`src/rtl/param_file_register_if.sv`:
```
// Bus bundle for param_file_register: control, addresses, write data and read/handshake outputs.
interface param_file_register_if #(
  parameter int WIDTH = 8,
  parameter int DEPTH = 8
);
  localparam int AW = $clog2(DEPTH);

  logic             clr;
  logic             clr_all;
  logic             load;
  logic [AW-1:0]    addr_a;
  logic [AW-1:0]    addr_b;
  logic [WIDTH-1:0] d_in;
  logic             mb_select;
  logic [WIDTH-1:0] val_a;
  logic [WIDTH-1:0] val_b;
  logic             busy;
  logic             done;

  modport master (
    output clr, clr_all, load, addr_a, addr_b, d_in, mb_select,
    input  val_a, val_b, busy, done
  );

  modport slave (
    input  clr, clr_all, load, addr_a, addr_b, d_in, mb_select,
    output val_a, val_b, busy, done
  );
endinterface

```
`src/rtl/param_file_register.sv`:
```
// DEPTH x WIDTH register file, two combinational read ports, clear-all sweep FSM.
// Define FR_BYPASS_EN for write-through forwarding of d_in onto the read ports.
//
// state | meaning
// IDLE  | accepts clr_all > clr > load on each edge
// SWEEP | clears reg[cnt] per edge; load/clr/clr_all dropped
module param_file_register #(
  parameter int WIDTH    = 8,
  parameter int DEPTH    = 8,
  parameter int ZERO_REG = 0
) (
  input logic                  clk,
  input logic                  reset,
  param_file_register_if.slave bus
);
  localparam int AW = $clog2(DEPTH);

  typedef enum logic {IDLE, SWEEP} state_t;

  state_t           state_q, state_d;
  logic [AW-1:0]    cnt_q, cnt_d;
  logic             done_q, done_d;
  logic [WIDTH-1:0] regs_q [DEPTH];
  logic [WIDTH-1:0] regs_d [DEPTH];
  logic [WIDTH-1:0] rd_a, rd_b, imm_b;

  // Address decode: out-of-range addresses and a hard-wired reg 0 never match.
  function automatic logic hit(input logic [AW-1:0] a, input int i);
    return (a == AW'(i)) && !((ZERO_REG != 0) && (i == 0));
  endfunction

  always_comb begin
    state_d = state_q;
    cnt_d   = cnt_q;
    done_d  = 1'b0;
    regs_d  = regs_q;
    case (state_q)
      IDLE: begin
        if (bus.clr_all) begin
          state_d = SWEEP;
          cnt_d   = '0;
        end else if (bus.clr || bus.load) begin
          for (int i = 0; i < DEPTH; i++)
            if (hit(bus.addr_a, i)) regs_d[i] = bus.clr ? '0 : bus.d_in;
        end
      end
      SWEEP: begin
        for (int i = 0; i < DEPTH; i++)
          if (cnt_q == AW'(i)) regs_d[i] = '0;
        if (cnt_q == AW'(DEPTH - 1)) begin
          state_d = IDLE;
          cnt_d   = '0;
          done_d  = 1'b1;
        end else begin
          cnt_d = cnt_q + AW'(1);
        end
      end
      default: state_d = IDLE;
    endcase
  end

  always_ff @(posedge clk) begin
    if (reset) begin
      state_q <= IDLE;
      cnt_q   <= '0;
      done_q  <= 1'b0;
      for (int i = 0; i < DEPTH; i++) regs_q[i] <= '0;
    end else begin
      state_q <= state_d;
      cnt_q   <= cnt_d;
      done_q  <= done_d;
      for (int i = 0; i < DEPTH; i++) regs_q[i] <= regs_d[i];
    end
  end

  always_comb begin
    rd_a = '0;
    rd_b = '0;
    for (int i = 0; i < DEPTH; i++) begin
      if (hit(bus.addr_a, i)) rd_a = regs_q[i];
      if (hit(bus.addr_b, i)) rd_b = regs_q[i];
    end
  end

  assign imm_b = WIDTH'(bus.addr_b);

`ifdef FR_BYPASS_EN
  logic fwd;

  // Forward only when this edge will really commit d_in to addr_a.
  always_comb begin
    fwd = 1'b0;
    for (int i = 0; i < DEPTH; i++)
      if (hit(bus.addr_a, i))
        fwd = (state_q == IDLE) && bus.load && !bus.clr && !bus.clr_all && !reset;
  end

  assign bus.val_a = fwd ? bus.d_in : rd_a;
  assign bus.val_b = bus.mb_select ? imm_b :
                     (fwd && (bus.addr_b == bus.addr_a)) ? bus.d_in : rd_b;
`else
  assign bus.val_a = rd_a;
  assign bus.val_b = bus.mb_select ? imm_b : rd_b;
`endif

  assign bus.busy = (state_q == SWEEP);
  assign bus.done = done_q;
endmodule

```
`src/flat_wrapper.sv`:
```
// flat-port wrapper written by rule: the top's interface ports become plain ports
module param_file_register_flat 
#(
  parameter int WIDTH    = 8,
  parameter int DEPTH    = 8,
  parameter int ZERO_REG = 0
)
  (clk, reset, bus_clr, bus_clr_all, bus_load, bus_addr_a, bus_addr_b, bus_d_in, bus_mb_select, bus_val_a, bus_val_b, bus_busy, bus_done);
  param_file_register_if #(.WIDTH(WIDTH), .DEPTH(DEPTH)) bus_i ();
  input logic clk;
  input logic reset;
  input wire logic [$bits(bus_i.clr)-1:0] bus_clr;
  input wire logic [$bits(bus_i.clr_all)-1:0] bus_clr_all;
  input wire logic [$bits(bus_i.load)-1:0] bus_load;
  input wire logic [$bits(bus_i.addr_a)-1:0] bus_addr_a;
  input wire logic [$bits(bus_i.addr_b)-1:0] bus_addr_b;
  input wire logic [$bits(bus_i.d_in)-1:0] bus_d_in;
  input wire logic [$bits(bus_i.mb_select)-1:0] bus_mb_select;
  output wire logic [$bits(bus_i.val_a)-1:0] bus_val_a;
  output wire logic [$bits(bus_i.val_b)-1:0] bus_val_b;
  output wire logic [$bits(bus_i.busy)-1:0] bus_busy;
  output wire logic [$bits(bus_i.done)-1:0] bus_done;
  assign bus_i.clr = bus_clr;
  assign bus_i.clr_all = bus_clr_all;
  assign bus_i.load = bus_load;
  assign bus_i.addr_a = bus_addr_a;
  assign bus_i.addr_b = bus_addr_b;
  assign bus_i.d_in = bus_d_in;
  assign bus_i.mb_select = bus_mb_select;
  assign bus_val_a = bus_i.val_a;
  assign bus_val_b = bus_i.val_b;
  assign bus_busy = bus_i.busy;
  assign bus_done = bus_i.done;
  param_file_register #(.WIDTH(WIDTH), .DEPTH(DEPTH), .ZERO_REG(ZERO_REG)) u_core (.clk(clk), .reset(reset), .bus(bus_i));
endmodule
```
`config.mk`:
```
export PLATFORM = sky130hd
export DESIGN_NAME = param_file_register_flat
export DESIGN_NICKNAME = d
export VERILOG_FILES = /design/src/rtl/param_file_register_if.sv /design/src/rtl/param_file_register.sv /design/src/flat_wrapper.sv
export SDC_FILE = /design/constraint.sdc
export NUM_CORES = 1
export LEC_CHECK = 0
export ABC_AREA = 1
export BUFFER_PORTS_ARGS = -buffer_cell sky130_fd_sc_hd__buf_2
export CAP_MARGIN = 20
export CORE_MARGIN = 1
export CORE_UTILIZATION = 35
export DETAILED_ROUTE_END_ITERATION = 10
export PLACE_DENSITY = 0.52
export SETUP_SLACK_MARGIN = 0.2
export SLEW_MARGIN = 15
export SYNTH_ARGS = -nofsm -noshare
export SYNTH_HDL_FRONTEND = slang
export SYNTH_SLANG_ARGS = --single-unit
```
`constraint.sdc`:
```
create_clock -name clk -period 3.7 [get_ports clk]
set_clock_uncertainty 0.05 [all_clocks]
set_input_delay 0.37 -clock clk [delete_from_list [all_inputs] [get_ports clk]]
set_output_delay 0.37 -clock clk [all_outputs]
set_load 0.1 [all_outputs]
```
==> summary.md <==
| Metric | Value |
|---|---|
| Critical Path Fanout Max | 11 |
| Buffer count from post-CTS setup fixing | 0 |
| # diodes | 0 |
| TritonCTS clock tree | built |
| Setup crit start kind | input port |
| Clock sink total | slightly below 70 |
| Total I/O pin count | 38 |
| Syn. warnings | 0 |
| WP data required | between 3 and 4 ns |
| DP HPWL | roughly 9000 microns |
| R2R Path End | u_core.regs_q[21]$_SDFFE_PP0P_ |
| All-Layer GR Usage | around 23% |
| Post-synth top area cell | dfxtp_1 |
| Total power draw | 1.86 mW |
| FMAX | between 300 and 400 MHz |
| HP Start | reset |
| Die ar. | 10,900 sq um |
| Min-Delay Path Class | input port to flip-flop |
| Antenna Nets Post-Route | 0 |
| Minimum clock period | between 2 and 3 ns |
| Worst r2r src | u_core.bus.busy$_SDFF_PP0_ |
| Met1 usage | 31.2% |
| Final Max Tran Viols | 0 |
| Slew @ Worst Pin | slightly below 0.9 ns |
| Worst ir drop on vdd | ~0.18 mV |
| Final instance count without filler cells | 748 |
| Crit path cell chain | buf_2, inv_1, nor3_1, nand2_1, nand3_1, nand2_1, a21oi_1, buf_2 |
| Final Wtd Congestion | approximately 0.85 |
| Crit-path slowest cell | nor3_1 |
| Die Ht | about 100 microns |
| Avg Inst Size Synth | about 6.4 sq um |
| Largest net degree at the start of global routing | 64 |
| Worst-Skew Late Latency | 0.34 ns |
| Reg clk slew, reported paths | about 0.08 ns |
| Grt peak-use layer | met2 |
| Post-synthesis register bit count | 69 |
| Final Util | between 40% and 50% |
| Hold depth | 2 |
| Final hold viol count | 0 |
| Status | finished clean |
| Avg Vias per Cell | roughly 5.2 |
| Initial antenna violation count | 0 |
| Leak Pwr | 1.88 nW |
| Syn Inst Count | 575 |
| Global-route wire length before repair | approximately 19,000 microns |
| Syn nets | about 600 |
| WS Path Type | input port to output port |
| Post-Syn Area | around 3700 sq um |
| H-Tree Depth | 3 |
| Starting Density | approximately 36% |
| Number of global-route vias before repair | 3,533 |
| Layout cells sized above 1 | between 10 and 15% |
| R2r setup slk | around 1.5 ns |
| Final net count | between 600 and 700 |
| Largest cells by area after synthesis | dfxtp_1 (37%), nand2_1 (14%), nor2_1 (9.3%) |
| DR DRC count | 0 |
| Distinct cells, synth | 23 |
| Final setup fails | 0 |
| GR met3 Demand/Resource | around 4.2% |
| Slew HR | between 40% and 50% |
| Critical path's largest stage delay | between 0.5 and 0.6 ns |
| Area Overhead vs Synth | 13.9% |
| # hold bufs at CTS | 0 |
| Die Wd | between 100 and 150 microns |
| CTS Buf Count | 9 |
| Wire length per cell | 16.1 microns |
| Crit path capture type | output port |
| Core box area | 10,300 sq um |
| PwrDens | roughly 440 nW/um^2 |
| RSZ-0062 raised after global routing | no |
| CTS Root Cell | clkbuf_8 |
| DRT Wirelength | ~12,000 microns |
| Reg2Reg Depth | 8 |
| Placed cell count | 732 |
| Final period util | between 70% and 80% |
| Max Cap Viol | 0 |
| Initial DRC count | 260 |
| Routed vias | 3,878 |
| Hold Crit Endpoint | u_core.regs_q[2]$_SDFFE_PP0P_ |
| CTS Buffer Depth | 2 |
| Port Buffers | 37 |
| TNS Setup | 0 ns |
| Arr. time, crit path | around 2.3 ns |
| Grt met2 use | 36.4% |
| Post-synthesis sequential area ratio | 37.5% |
| Post-CTS sizing | 0 |
| Row cnt | 37 |
| Drt first pass iters | 5 |
| Hold_ws | approximately 0.24 ns |
| Grt total ovfl | 0 |
| Top cell type's share of synthesized area | 37.5% |
how the worst max path moves through the flow:
stage	from	endpoint	slack, ns
5_1_grt	bus_addr_b[1]	bus_val_b[4]	0.89
3_5_place_dp	bus_addr_b[0]	bus_val_b[4]	1.08
4_1_cts	bus_addr_b[0]	bus_val_b[4]	1.04
6_report	bus_addr_b[1]	bus_val_b[4]	1.01
2_1_floorplan	bus_addr_b[0]	bus_val_b[4]	0.54
3_3_place_gp	bus_addr_b[0]	bus_val_b[4]	1.11
Yosys cell counts (all sizes together):
cell type    n
nand2      139
nor2        91
dfxtp       69
o21ai       68
inv         61
a21oi       56
nand3       23
nand4       20
buf         12
nor3        12
o22ai        9
clkbuf       6
ha           6
or2          2
nand3b       1
flip-flops by register name, indices dropped and copies added (netlist names):
register,count
u_core.bus.busy,1
u_core.bus.done,1
u_core.cnt_q,3
u_core.regs_q,64
where the power goes:
group / switching [mW] / internal [mW] / total (mW)
Combinational: 0.250 / 0.0713 / 0.321
Sequential: 0.0321 / 0.778 / 0.810
Clock: 0.309 / 0.418 / 0.726
cell usage in the layout (no fill, tap or decap), drive strengths merged, types with 11 or more instances in the layout:
cell	count
dfxtp	69
nand4	20
nor3	12
buf	39
inv	61
nand2	139
a21oi	56
nand3	23
o21ai	68
nor2	91
clkbuf	11
worst max-delay path, delay by kind of cell:
kind,cells,cell delay [ns]
buffers and inverters,3,0.82
and+or+nand+nor,4,0.87
AOI/OAI and AO/OA,1,0.20
cell families after synthesis:
kind of cell | share of synthesized area (%)
AND/OR/NAND/NOR | 33.1
AO/OA/AOI/OAI | 18.7
buffers and inverters | 8.72
flip-flops | 37.5
adder cells (fa/ha/maj) | 2.04
cell type report:
| cell class | count | area (sq um) |
|---|---|---|
| Timing Repair Buffer | 39 | 200 |
| Multi-Input combinational cell | 427 | 1980 |
| Clock buffer | 11 | 151 |
| Tap cell | 136 | 170 |
| Fill cell | 1153 | 6080 |
| Inverter | 61 | 229 |
| Sequential cell | 69 | 1380 |
| Clock inverter | 5 | 82.6 |
stage by stage:
stage / instance area (sq um) / worst slack (ns)
after global placement: 3970 / 1.11
after detailed placement: 3970 / 1.08
after floorplan: 3690 / 0.535
after global routing: 4200 / 0.885
final: 4200 / 1.01
after CTS: 4200 / 1.04
metal layers:
metal	up-vias	wire, microns
met4	0	207
li1	1949	-
met5	-	0
met3	15	755
met2	140	5490
met1	1774	5590
No activity file was read; power rests on OpenSTA's default activity.
